--- src/rtl/rv32i_fetch.sv ---
// RV32I instruction fetch: issues sequential word reads on a pipelined memory
// port, presents each returned word with its PC and skids it across decoder stalls.
module rv32i_fetch #(
   parameter logic [31:0] RV32I_RESET_VECTOR = 32'h0000_0000,
   parameter logic [31:0] RV32I_NOP          = 32'h0000_0013
) (
   input  logic        clk,
   input  logic        reset_n,
   output logic [31:0] iaddress,
   output logic        iread,
   input  logic        iwaitrequest,
   input  logic [31:0] ireaddata,
   input  logic        update_pc,
   input  logic [31:0] new_pc,
   input  logic        stall,
   output logic [31:0] instr,
   output logic [31:0] pc,
   output logic        instr_valid
);

   typedef struct packed {
      logic [31:0] instr;
      logic [31:0] pc;
   } fetch_word_t;

   logic [31:0] fetch_pc;
   logic [31:0] req_pc;
   logic        pending;
   logic        hold_valid;
   fetch_word_t hold;
   logic        run;      // low for the first cycle out of reset
   logic        accept;

   assign iaddress = fetch_pc;
   assign iread    = reset_n & run & ~stall & ~hold_valid & ~update_pc;
   assign accept   = iread & ~iwaitrequest;

   always_comb begin
      instr       = RV32I_NOP;
      pc          = fetch_pc;
      instr_valid = 1'b0;
      if (!update_pc) begin
         if (hold_valid) begin
            instr       = hold.instr;
            pc          = hold.pc;
            instr_valid = 1'b1;
         end else if (pending) begin
            instr       = ireaddata;
            pc          = req_pc;
            instr_valid = 1'b1;
         end
      end
   end

   always_ff @(posedge clk) begin
      if (!reset_n) begin
         fetch_pc   <= RV32I_RESET_VECTOR;
         req_pc     <= 32'h0;
         pending    <= 1'b0;
         hold_valid <= 1'b0;
         hold       <= '0;
         run        <= 1'b0;
      end else begin
         run <= 1'b1;
         if (update_pc) begin
            // redirect drops both the in-flight beat and any held word
            fetch_pc   <= {new_pc[31:2], 2'b00};
            pending    <= 1'b0;
            hold_valid <= 1'b0;
         end else begin
            pending <= accept;
            if (accept) begin
               req_pc   <= fetch_pc;
               fetch_pc <= fetch_pc + 32'd4;
            end
            if (pending && stall && !hold_valid) begin
               hold.instr <= ireaddata;
               hold.pc    <= req_pc;
               hold_valid <= 1'b1;
            end else if (!stall) begin
               hold_valid <= 1'b0;
            end
         end
      end
   end

endmodule

--- config.mk ---
export PLATFORM = sky130hd
export DESIGN_NAME = rv32i_fetch
export DESIGN_NICKNAME = d
export VERILOG_FILES = /design/src/rtl/rv32i_fetch.sv
export SDC_FILE = /design/constraint.sdc
export NUM_CORES = 1
export LEC_CHECK = 0
export ABC_AREA = 1
export BUFFER_PORTS_ARGS = -buffer_cell sky130_fd_sc_hd__clkbuf_2
export CORE_MARGIN = 5
export CORE_UTILIZATION = 40
export DETAILED_ROUTE_END_ITERATION = 10
export HOLD_SLACK_MARGIN = 0.06
export PLACE_DENSITY = 0.73
export REMOVE_ABC_BUFFERS = 1
export SETUP_SLACK_MARGIN = 0.02
export SYNTH_ARGS = -nofsm -noshare
export SYNTH_HDL_FRONTEND = slang
export SYNTH_SLANG_ARGS = --single-unit
--- constraint.sdc ---
create_clock -name clk -period 2.01 [get_ports clk]
set_input_delay 0.3015 -clock clk [delete_from_list [all_inputs] [get_ports clk]]
set_output_delay 0.3015 -clock clk [all_outputs]
set_load 0.01 [all_outputs]
After elaboration in Yosys (flattened, before gate mapping):

Cells that the tools add are included.

* word-level logic and storage cells: 41
* input port bits: 69
* output and inout bits: 98
* memory bits (writable): 0
* bits in latches: 0
* bits in read-only memories: 0
* memories: 0
* register bits after elaboration: 131

* reductions and logical operators: 7
* $add $sub $neg: 1
* equality and inequality tests: 1
* div/mod/pow operators: 0
* $mul: 0
* muxes and demuxes: 14
* bitwise logic cells: 10
* shift-type cells: 0
* magnitude comparators: 0

Operators by type and width (number)
* 32-bit 2-to-1 mux: 8
* 32-bit by 3-bit adder with 32-bit output (second input constant): 1
* 1-bit 2-to-1 mux: 6
* 1-bit bitwise AND: 5
* 1-bit inverter: 5
* 2-bit AND reduction: 2
* 1-bit logical AND: 2
* 2-bit by 1-bit inequality test with 1-bit output (second input constant): 1
* 2-bit nonzero test: 1
* 2-bit OR reduction: 1
* 1-bit zero test: 1

Logic depth before layout (Yosys ltp):

* depth in word-level cells: 7
* depth in mapped cells: 10
* gate-level depth less buffers: 10

Worst setup path before layout:

No wires, ideal clock.

* path kind: reg2out
* from: register hold_valid
* to: output port pc[11]
* buffers on the path: 2
* stages on the path, launching flop included: 7
* path slack: 0.416 ns
* arrival: 1.292 ns
* cell sequence: dfxtp_1 -> buf_6 -> inv_2 -> a21oi_4 -> inv_2 -> buf_2 -> a22oi_1

* longest elaborated chain between the ends: 2

Ends and longest elaborated chain
* from (decl): line 29 `logic hold_valid;`
* from (signal assigned): line 60 `hold_valid <= 1'b0;`
* from (signal assigned): line 69 `hold_valid <= 1'b0;`
* from (signal assigned): line 79 `hold_valid <= 1'b1;`
* 32-bit 2-to-1 mux: line 43 `if (hold_valid) begin`
* 32-bit 2-to-1 mux: line 42 `if (!update_pc) begin`
* to (decl): line 17 `output logic [31:0] pc,`

Every way passes these cells.

Final worst setup path:

* from: register hold_valid
* to: output port pc[14]

The elaborated chain is that of the path after synthesis.

==> impl_metrics.py <==
metrics = {
    "final_layout": {
        "ff_latch_area_um2": 2510,
        "postLayoutCoreUtil_pct": 51.2,
        "multi_input_area_um2": 3270,
        "fin_area_um2": 8040,
        "drive_above_1_share_pct": 21.4,
        "fill_cells": 1610,
        "area_delta_synth_final_pct": 26.6,
        "layout.nets": 1178,
        "antenna_cells": 0,
    },
    "critical_path": {
        "worstSetupPathType": "reg2out",
        "start_kind": "flip-flop",
        "critical_path_buf_inv_count": 4,
        "cp_max_fo": 12,
        "required_ps": 1710,
        "crit_arrival_ps": 1690,
        "r2r-start": "iaddress[2]$_SDFFE_PN0P_",
        "r2r_end": "iaddress[30]$_SDFFE_PN0P_",
        "critPathMaxStageDelay_ps": 370,
        "r2r_cells": 8,
        "slowest_stage": "dfxtp_4",
        "ff2ff_setup_slack_ps": 220,
        "critPathCaptureType": "primary output",
        "critical_path.top_delay_family": "buffers and inverters",
        "cp_cell_sequence": "inv_2, a21oi_4, inv_6, buf_6, a22oi_1, buf_2",
    },
    "power_and_ir_drop": {
        "p_leak_nw": 3.45,
        "power_density_nw_per_um2": 739,
        "peakVddDrop_uv": 613,
        "p_total_mw": 5.94,
    },
    "synth": {
        "yosys-mux-area-fraction_pct": 0,
        "synth_edf_count": 0,
        "syn_avg_cell_area_um2": 6.60,
        "synth_top_cell_by_area": "dfxtp_1",
        "syn_inst": 962,
        "synth_compound_area_share_pct": 22.3,
        "synthSimpleGateAreaFrac_pct": 26.8,
        "synth_fa_ha_area_share_pct": 0.197,
        "synth-xor-area-share_pct": 1.24,
        "ys_seq_area_share_pct": 39.4,
        "synthDistinctLibCells": 34,
        "synth_top_family_by_area": "simple AND/OR/NAND/NOR gates",
        "yosys_register_bits": 125,
        "yosysMostFrequentCell": "nand2_1",
        "yosys_warnings": 0,
        "synth_flop_cell": "dfxtp_1",
        "async_reset_ff_share_pct": 0,
        "synth_area_leaders": "dfxtp_1 39%, nand2_1 12%, nor2_1 8.6%",
        "synth_top_area_share_pct": 39.4,
        "synthTopCellsByCount": "209 x nand2_1, 146 x nor2_1, 125 x dfxtp_1",
        "syn_area_um2": 6350,
    },
    "sta": {
        "setup_violations": 0,
        "finClkSkew_ps": 5.48,
        "drv_slew": 0,
        "finalCritPeriodShare_pct": 99.3,
        "timing.final.crit_period_ps": 2000,
        "rsz0062_at_grt": "yes",
        "fmax_mhz": 501,
        "setup_ws_ps": 13.7,
        "hold_violations": 0,
    },
    "clocking": {
        "hold_buffers": 0,
        "cts.sinks": 125,
        "cts_max_level": 4,
        "clkTransAtPathRegs_ps": 50,
        "cts_setup_buffers": 0,
        "root_buffer": "clkbuf_16",
        "cts_tree": "done",
        "worstSkewPairLatency_ps": 420,
        "cts_buffers": 17,
        "clk_path_buf_depth": 2,
    },
    "floorplan": {
        "die_y_um": 136,
        "die-area_um2": 18500,
        "rows": 46,
        "io_pins": 167,
        "coreArea_um2": 15700,
        "initial_core_util_pct": 40.4,
        "die_w_um": 136,
    },
    "status": {
        "status": "finished clean",
    },
    "grt": {
        "grt_pass1_wl_um": 32200,
        "met3_usage_pct": 5.70,
        "use_met2_pct": 35.3,
        "antenna_found_initial": 0,
        "overflow": 0,
        "grt_use_total_pct": 21.8,
        "grt_use_met1_pct": 28.2,
        "grt_max_degree": 86,
        "grt.busiest_layer": "met2",
        "grt_pass1_vias": 6334,
    },
    "min_path": {
        "min_path_cells": 3,
        "hold_class": "in2reg",
        "worstHoldStart": "ireaddata[27]",
        "holdPathEnd": "hold[59]$_SDFFE_PN0P_",
    },
    "placement": {
        "dp_hpwl_um": 13700,
        "gp_congestion": 0.863,
        "post_dp_cell_area_um2": 7420,
        "place_ws_ps": 162,
        "port_buffers": 160,
    },
    "detailed_routing": {
        "avgRoutedWirePerCell_um": 15.3,
        "vias_per_cell": 5.17,
        "dr.pass1.iters": 5,
        "drt-total-wl_um": 20400,
        "remaining_drc_errors": 0,
        "drt_iter0_markers": 571,
        "vias": 6906,
        "drtAntennaViolNets": 0,
    },
    "job": {
        "drv_cap": 0,
    },
}
==> metal layers <==
metal / wire (um) / share of wire (%)
met1: 8800 / 43
met2: 9450 / 46
met4: 357 / 1.7
met3: 1830 / 8.9
met5: 0 / 0
==> area by class of cell <==
type / count / share of cell area, %
multi-input cells: 689 / 40.7
flip-flops and latches: 125 / 31.2
repair buffers: 191 / 14.4
clock buffers: 29 / 6.35
inverters: 84 / 3.98
well taps: 216 / 3.36
clock inverters: 1 / 0.0622
==> layout by cell type, fill, tap and decap left out, drive strengths merged <==
cell and n:
a31oi 4, ha 1, nand4 2, o21bai 1
nand3b 1, dfxtp 125, inv 84, clkbuf 167
clkinv 1, a21boi 1, nand2 211, nor3 2
a211oi 8, o21ai 95, a21oi 86, nor2 150
or2 1, conb 4, o22ai 30, nand3 55
a22oi 28, xor2 9, buf 53
==> report_power, final <==
group          internal [mW]  total, mW  switching, mW  leakage, nW
logic                  0.239      0.607          0.368         2.19
registers               2.54       2.60         0.0681         1.02
clock network           1.69       2.73           1.04        0.252
==> registers in the layout (all words and copies together) (netlist names) <==
signal,cells
req_pc,30
iaddress,30
pending,1
run,1
hold,62
hold_valid,1
==> per-stage QoR <==
| step | std cells | hold WS, ps | setup TNS (ps) |
|---|---|---|---|
| 2_1_floorplan | 898 | 329 | -105980 |
| 3_3_place_gp | 1304 | 452 | 0 |
| 3_5_place_dp | 1304 | 455 | 0 |
| 4_1_cts | 1334 | 112 | -52.9 |
| 5_1_grt | 1335 | 135 | -434 |
| 6_report | 1335 | 125 | 0 |
==> worst reg2reg max path: stages (launching register included) <==
cell and delay, ps:
dfxtp_1 340, ha_1 220, nand2_1 100, nor2_1 220, nand2_1 160, nor2_2 210
nand3_1 160, o21bai_1 160, nand3_1 100
==> logic make-up after synthesis <==
kind of cell    count (synthesis)
compound gates                253
xor+xnor                        9
fa+ha+maj                       1
buf+inv                       151
flops                         125
other cells                     1
simple gates                  422
==> timing repair <==
action | in CTS | in global routing
endpoints found under the hold margin | 0 | 0
cloned | 0 | 1
resized for setup | 10 | 34
setup endpoints to repair | 27 | 54
pin swaps | 0 | 1
==> worst max path at each step <==
stage	startpoint	depth (start not counted)	slack [ps]	to
global route	hold_valid$_SDFFE_PP0P_	6	-40	pc[14]
CTS	pending$_SDFF_PP0_	7	-20	pc[17]
detailed placement	update_pc	7	160	iaddress[8]$_SDFFE_PN0P_
finish	hold_valid$_SDFFE_PP0P_	6	10	pc[14]
floorplan	hold_valid$_SDFFE_PP0P_	5	-1530	hold[19]$_SDFFE_PN0P_
global placement	update_pc	7	180	iaddress[8]$_SDFFE_PN0P_
Power figures use the tool's default switching activity.
